**src/rtl/mult_pkg.sv**
```systemverilog
// Shared constants and helpers for the shift-adder multiplier front stage and adder tree wrapper.
package mult_pkg;

  function automatic int clog2(input int value);
    int result;
    result = 0;
    while ((1 << result) < value) result++;
    return result;
  endfunction

  localparam int MULT_WIDTH      = 8;
  localparam int MULT_PP_WIDTH   = 2 * MULT_WIDTH;
  localparam int MULT_TREE_DEPTH = clog2(MULT_WIDTH);
  localparam int MULT_TAG_WIDTH  = 4;

  typedef logic [MULT_TAG_WIDTH-1:0] tag_t;

endpackage

```
**src/rtl/pp_valid_delay.sv**
```systemverilog
// Shift register with synchronous clear; carries {valid, tag} alongside the adder tree.
module pp_valid_delay #(
  parameter int DEPTH = 3,
  parameter int DW    = 5
) (
  input  logic          clk,
  input  logic          rst_n,
  input  logic          clear,
  input  logic [DW-1:0] din,
  output logic [DW-1:0] dout
);

  logic [DEPTH-1:0][DW-1:0] stages;

  always_ff @(posedge clk or negedge rst_n) begin
    if (!rst_n) begin
      stages <= '0;
    end else if (clear) begin
      stages <= '0;
    end else begin
      stages[0] <= din;
      for (int i = 1; i < DEPTH; i++) begin
        stages[i] <= stages[i-1];
      end
    end
  end

  assign dout = stages[DEPTH-1];

endmodule

```
**src/rtl/mult_pp_gen.sv**
```systemverilog
// Partial-product generator feeding the first adder_layer; tracks valid/tag alongside the tree.
module mult_pp_gen
  import mult_pkg::*;
#(
  parameter int WIDTH      = MULT_WIDTH,
  parameter int PP_WIDTH   = 2 * WIDTH,
  parameter int TREE_DEPTH = clog2(WIDTH),
  parameter int TAG_WIDTH  = MULT_TAG_WIDTH,
  parameter int IW         = clog2(TREE_DEPTH + 2)
) (
  input  logic                      clk,
  input  logic                      rst_n,
  input  logic                      din_valid,
  input  logic [WIDTH-1:0]          din_a,
  input  logic [WIDTH-1:0]          din_b,
  input  logic                      flush,
  output logic [WIDTH*PP_WIDTH-1:0] pp_dout,
  output logic                      pp_valid,
  output logic                      result_valid,
  output logic [TAG_WIDTH-1:0]      result_tag,
  output logic [IW-1:0]             inflight
);

  logic [WIDTH*PP_WIDTH-1:0] pp_next;
  logic [TAG_WIDTH-1:0]      tag_cnt;
  logic [TAG_WIDTH-1:0]      pp_tag;
  logic                      capture;
  logic                      leaving;

  assign capture = din_valid && !flush;

  genvar gi;
  generate
    for (gi = 0; gi < WIDTH; gi++) begin : g_pp
      assign pp_next[gi*PP_WIDTH +: PP_WIDTH] =
        din_b[gi] ? (PP_WIDTH'(din_a) << gi) : {PP_WIDTH{1'b0}};
    end
  endgenerate

  // Idle and flushed cycles drive zeros so the tree keeps summing zeros.
  always_ff @(posedge clk or negedge rst_n) begin
    if (!rst_n) begin
      pp_dout  <= '0;
      pp_valid <= 1'b0;
      pp_tag   <= '0;
      tag_cnt  <= '0;
    end else if (capture) begin
      pp_dout  <= pp_next;
      pp_valid <= 1'b1;
      pp_tag   <= tag_cnt;
      tag_cnt  <= tag_cnt + 1'b1;
    end else begin
      pp_dout  <= '0;
      pp_valid <= 1'b0;
      pp_tag   <= '0;
    end
  end

  pp_valid_delay #(
    .DEPTH (TREE_DEPTH),
    .DW    (TAG_WIDTH + 1)
  ) u_delay (
    .clk   (clk),
    .rst_n (rst_n),
    .clear (flush),
    .din   ({pp_valid, pp_tag}),
    .dout  ({result_valid, result_tag})
  );

  // The oldest valid leaves the tracked window at the next edge.
  assign leaving = result_valid;

  always_ff @(posedge clk or negedge rst_n) begin
    if (!rst_n) begin
      inflight <= '0;
    end else if (flush) begin
      inflight <= '0;
    end else begin
      inflight <= inflight + IW'(capture) - IW'(leaving);
    end
  end

endmodule

```
**config.mk**
```make
export PLATFORM = sky130hd
export DESIGN_NAME = mult_pp_gen
export DESIGN_NICKNAME = d
export VERILOG_FILES = /design/src/rtl/mult_pkg.sv /design/src/rtl/pp_valid_delay.sv /design/src/rtl/mult_pp_gen.sv
export SDC_FILE = /design/constraint.sdc
export NUM_CORES = 1
export LEC_CHECK = 0
export CAP_MARGIN = 20
export CORE_MARGIN = 4
export CORE_UTILIZATION = 37
export CTS_BUF_LIST = sky130_fd_sc_hd__clkbuf_16
export CTS_CLUSTER_SIZE = 14
export DETAILED_ROUTE_END_ITERATION = 16
export PLACE_DENSITY = 0.82
export SYNTH_ARGS = -nofsm -noshare
export SYNTH_HDL_FRONTEND = slang
export SYNTH_SLANG_ARGS = --single-unit
```
**constraint.sdc**
```tcl
create_clock -name clk -period 2 [get_ports clk]
set_clock_uncertainty 0.05 [all_clocks]
set_input_delay 0.5 -clock clk [delete_from_list [all_inputs] [get_ports clk]]
set_output_delay 0.5 -clock clk [all_outputs]
set_load 0.01 [all_outputs]
```
==> reports/qor.yml, run 1 <==
antennaDiodeCount: 0
rsz0062_at_grt: "no"
peakVddDrop_mv: 0.373
h-tree-depth: 3
ioPinCount: 157
seqPwrFrac: 0.481
critPathCaptureType: "primary output"
synth_warnings: 0
power_frac_comb: 0.110
drc: 0
grt_pass1_vias: 2071
clock_latency_ps: 330
dr_total_vias: 2055
path_depth: 1
cp.arrival_ps: 1300
crit_required_ps: 1450
synth_area_per_cell_um2: 12.3
crit_fanout: 3
synth_seq_cells: 91
ys_types: 22
p_switching_uw: 979
synth_compound_area_frac: 0
rows: 35
fin_ws_ps: 152
finalCritPeriodShare: 0.924
fin_util: 0.505
antenna_found_initial: 0
path_cells: "clkdlybuf4s50_1"
dpl.hpwl_mm: 5.14
synth-xor-area-share: 0.0146
synthAdderAreaFrac: 0.0164
port_buffers: 92
root_buffer: "clkbuf_16"
synthSimpleGateAreaFrac: 0.153
start_kind: "flip-flop"
hold_class: "input port to async pin"
drtPass1Iterations: 4
first_iter_violations: 74
synth_top_family_by_area: "buffers and inverters"
cts_sinks: 91
place_ws_ps: -348
overflow: 0
p_int_mw: 3.25
cts_tree: "built"
max_stage_delay_ps: 560
power_mw: 4.23
setup_viol: 0
ant_nets: 0
numCtsBuffers: 9
layout_min_cycle_time_ps: 1850
viasPerCell: 3.98
syn-instance-count: 284
clkPwrFrac: 0.409
worstSetupPathType: "flip-flop to primary output"
cp_top_family: "buffers and inverters"
coreArea_um2: 9240
rr_worst_depth: 6
netlist_area_um2: 3500
max_clock_freq_mhz: 541
fin_cells: 516
swShare: 0.232
gp_congestion: 0.801
dp.cells: 501
clkTransAtPathRegs_ps: 60
fin_area_um2: 4670
postPlaceCellArea_um2: 4350
synth.mux.area_fraction: 0.00428
leakage_nw: 2.28
power_density_nw_per_um2: 905
drive_above_1_share: 0.0956
cts_buffer_depth: 2
area_growth_pct: 33.3
fill_cells: 794
dieArea_um2: 11100
final_net_count: 408
maxSlewViolCount: 0
maxCapViolCount: 0
grt_pass1_wl_mm: 10.9
finalSetupTns_ps: 0
cpMaxStageDelayCell: "clkdlybuf4s50_1"
start_util: 0.379
finalHoldViolCount: 0
crit_buf_inv: 1
dieHeight_um: 105
outcome: "complete, no violations"
grtUsageTotal: 0.129
wl_per_cell_um: 13.7
holdBufCountCts: 0
wl_mm: 7.09
hold_ws_ps: 58.3
grt_max_degree: 40
yosysSeqAreaShare: 0.650
die_w_um: 105
-- metal layers --
| metal | vias up | wire [um] | track usage |
|---|---|---|---|
| li1 | 923 | - | - |
| met1 | 983 | 2760 | 0.151 |
| met2 | 130 | 3420 | 0.207 |
| met3 | 19 | 626 | 0.0435 |
| met4 | 0 | 284 | 0.0740 |
| met5 | - | 0 | 0 |
-- layout make-up --
cell class / instances / area (um^2) / share of cell area
Clock buffer: 9 / 225 / 0.0482
Clock inverter: 5 / 80.1 / 0.0171
Inverter: 3 / 11.3 / 0.00241
Multi-Input combinational cell: 180 / 927 / 0.198
Sequential cell: 91 / 2280 / 0.488
Tap cell: 129 / 161 / 0.0346
Timing Repair Buffer: 99 / 988 / 0.212
-- power by group through the flow --
stage               Clock, mW  Sequential [mW]  Combinational [mW]
floorplan                   0             2.07               0.328
global placement            0             2.06               0.448
detailed placement          0             2.06               0.462
CTS                      1.76             2.03               0.470
global route             1.83             2.05               0.515
finish                   1.73             2.03               0.464
-- synthesized netlist by cell type --
library cell	number	area (um^2)
and2_1	8	50.1
and2_2	4	30.0
buf_4	68	510
buf_6	3	33.8
clkbuf_1	1	3.75
clkbuf_2	1	5.00
conb_1	1	3.75
dfrtp_1	91	2280
fa_1	1	20.0
ha_1	3	37.5
inv_1	3	11.3
mux2_4	1	15.0
nand2_1	9	33.8
nand2b_1	6	37.5
nand2b_4	2	27.5
nand4_4	1	21.3
nor2_1	59	221
nor2b_1	16	100
nor2b_4	1	13.8
xnor2_1	2	17.5
xnor2_2	1	16.3
xor2_1	2	17.5
-- path summary, 6_finish.rpt --
check	start	end	slack (ps)
worst max-delay path	inflight[1]	inflight[1]	150
worst max register to register	u_delay.dout[4]	inflight[1]	440
worst min register to register	pp_tag[0]	u_delay.stages[0]	410
worst min-delay path	rst_n	pp_dout[119]	60
max in group asynchronous	rst_n	pp_dout[88]	1300
min in group clk	pp_tag[0]	u_delay.stages[0]	410
-- flip-flops by register name (all words and copies together) (netlist names) --
name / flops
u_delay.dout: 5
pp_dout: 64
inflight: 3
u_delay.stages: 10
tag_cnt: 4
pp_valid: 1
pp_tag: 4
-- cell families after synthesis --
group         count (synthesis)
flops                        91
other cells                   1
simple gates                106
buf+inv                      76
mux                           1
xor+xnor                      5
fa+ha+maj                     4
-- what timing repair did --
item                       CTS  global route
setup endpoints to repair    1             2
setup buffers                1             0
gates resized for setup      0             2
-- cells in the final DEF (no fill, tap or decap) --
cell	n
and2_1	8
and2_2	4
buf_12	1
buf_4	7
bufinv_16	2
clkbuf_16	9
clkdlybuf4s50_1	89
clkinvlp_4	1
conb_1	64
dfrtp_1	91
dlymetal6s2s_1	2
fa_2	1
ha_1	1
ha_4	2
inv_1	1
inv_2	3
inv_6	1
mux2_4	1
nand2_1	9
nand2b_1	6
nand2b_4	2
nand4_4	1
nor2_1	59
nor2b_1	16
nor2b_4	1
xnor2_1	2
xnor2_2	1
xor2_1	2
Power figures use the tool's default switching activity.
==> inputs of run 2 (changes only) <==
- CELL_PAD_IN_SITES_DETAIL_PLACEMENT: unset -> 2
- CELL_PAD_IN_SITES_GLOBAL_PLACEMENT: unset -> 2
- CORE_UTILIZATION: 37 -> 25
- PLACE_DENSITY: 0.82 -> 0.89
==> run 2 against run 1 <==
Register-to-register slack worse by 20 ps. Worst hold slack gained 360 ps. Global-route usage shrank 1.8 points. Clock power shrank 5%. Non-clock buffer count is the same. Combinational power grew 3%. First-iteration DRC count down 12%. Flip-flop and latch count unchanged. Utilization down 16 points. Sequential share of layout area decreased by 0.50 points. Die area grew 44%. Critical endpoint unchanged. Largest cell class unchanged.
==> reports/qor.yml, run 2 (same netlist as run 1, synthesis figures left out) <==
ant_nets: 0
antennaDiodeCount: 0
maxCapViolCount: 0
reg2reg_to: "inflight[1]"
final_net_count: 408
cts_sinks: 91
drc: 0
dieArea_um2: 16000
largest_register_ffs: 64
hold_depth: 1
rows: 43
crit_buf_inv: 1
p_switching_mw: 1.11
layout_min_cycle_time_ps: 1880
max_clock_freq_mhz: 531
grt_max_degree: 55
cts_buffer_depth: 2
outcome: "complete, no violations"
reg2reg_slack_ps: 420
hp-start: "u_delay.stages[0]"
coreArea_um2: 13800
seqPwrFrac: 0.489
maxSlewViolCount: 0
overflow: 0
wl_mm: 8.96
cpMaxStageDelayCell: "clkdlybuf4s50_1"
fin_cells: 569
postPlaceCellArea_um2: 4410
start_util: 0.253
cp_top_family: "buffers and inverters"
area_growth_pct: 34.7
numCtsBuffers: 9
top_register: "pp_dout"
grtUsageTotal: 0.111
start_kind: "flip-flop"
port_buffers: 92
dr_total_vias: 2124
max_stage_delay_ps: 580
rr_worst_depth: 6
crit_fanout: 3
swShare: 0.267
clkPwrFrac: 0.396
root_buffer: "clkbuf_16"
regToRegStartpoint: "u_delay.dout[4]"
rsz0062_at_grt: "no"
dieHeight_um: 126
finalCritPeriodShare: 0.942
cts_tree: "built"
leakage_nw: 2.26
hold_class: "flip-flop to flip-flop"
clkTransAtPathRegs_ps: 60
grt_pass1_wl_mm: 13.4
layout.cells.most_common: "dfrtp_1"
path_cells: "clkdlybuf4s50_1"
crit_required_ps: 1450
h-tree-depth: 3
ioPinCount: 157
grt_pass1_vias: 2331
regArea_um2: 2280
finalSetupTns_ps: 0
antenna_found_initial: 1
critPathCaptureType: "primary output"
power_frac_comb: 0.115
fin_area_um2: 4720
final_cell_mix: "dfrtp_1, clkdlybuf4s50_1, conb_1"
worstSetupPathType: "flip-flop to primary output"
multi_input_comb_area_um2: 927
drtPass1Iterations: 4
clock_latency_ps: 340
wl_per_cell_um: 15.7
dp.cells: 551
drive_above_1_share: 0.100
finalHoldViolCount: 0
fill_cells: 1428
viasPerCell: 3.73
gp_congestion: 0.762
setup_viol: 0
power_density_nw_per_um2: 881
cp.arrival_ps: 1330
die_w_um: 126
p_int_mw: 3.05
min_to: "u_delay.stages[5]"
dpl.hpwl_mm: 6.85
peakVddDrop_mv: 0.406
first_iter_violations: 65
run 2: cell types whose count changed in the layout (fill, tap and decap cells not counted):
| cell | before | now |
|---|---|---|
| inv_1 | 1 | 0 |
| dlygate4sd2_1 | 0 | 1 |
| inv_6 | 1 | 3 |
| clkinvlp_4 | 1 | 0 |
| inv_8 | 0 | 2 |
| dlygate4sd3_1 | 0 | 1 |
| buf_4 | 7 | 6 |
| dlymetal6s2s_1 | 2 | 1 |
| clkinv_4 | 0 | 2 |
| bufinv_16 | 2 | 0 |
run 2: worst max-delay path by stage:
stage | depth (start not counted) | startpoint | end | slack, ps
6_report | 1 | inflight[1] | inflight[1] | 120
5_1_grt | 1 | inflight[1] | inflight[1] | 50
4_1_cts | 9 | flush | inflight[1] | 40
3_5_place_dp | 9 | din_valid | inflight[1] | -440
3_3_place_gp | 9 | din_valid | inflight[1] | -430
2_1_floorplan | 10 | din_valid | inflight[1] | 0.03
run 2: stage by stage:
| stage | utilization | power [mW] | hold slack (ps) | worst slack, ps |
|---|---|---|---|---|
| 2_1_floorplan | - | 2.40 | 154 | 0.0316 |
| 3_3_place_gp | 0.319 | 2.51 | 344 | -427 |
| 3_5_place_dp | 0.319 | 2.55 | 354 | -443 |
| 4_1_cts | 0.341 | 4.20 | 421 | 35.2 |
| 5_1_grt | 0.341 | 4.36 | 444 | 45.9 |
| 6_report | 0.341 | 4.16 | 419 | 115 |
run 2: layer usage:
metal  routed length (um)  part of all wire  track usage
met3                  699             0.078       0.0341
met2                 4910              0.55        0.210
met5                   13            0.0015            0
met1                 3080              0.34        0.111
met4                  247             0.028       0.0473
run 2: final cells by class:
type | count | area share
multi-input cells | 180 | 0.196
inverters | 3 | 0.00239
clock inverters | 7 | 0.0141
well taps | 180 | 0.0477
clock buffers | 9 | 0.0477
flip-flops and latches | 91 | 0.483
repair buffers | 99 | 0.209
run 2: power by group through the flow:
stage / logic (mW) / clock network [mW] / registers (mW)
after floorplan: 0.328 / 0 / 2.07
after global placement: 0.452 / 0 / 2.06
after detailed placement: 0.481 / 0 / 2.07
after CTS: 0.484 / 1.68 / 2.04
after global routing: 0.531 / 1.78 / 2.05
final: 0.479 / 1.65 / 2.03
run 2: repair_timing:
item | in CTS | in global routing
buffers inserted | 0 | 1
setup endpoints to repair | 2 | 2
endpoints found under the hold margin | 18 | 0
gates resized for setup | 1 | 1
pin swaps | 0 | 0
hold buffers | 1 | 0
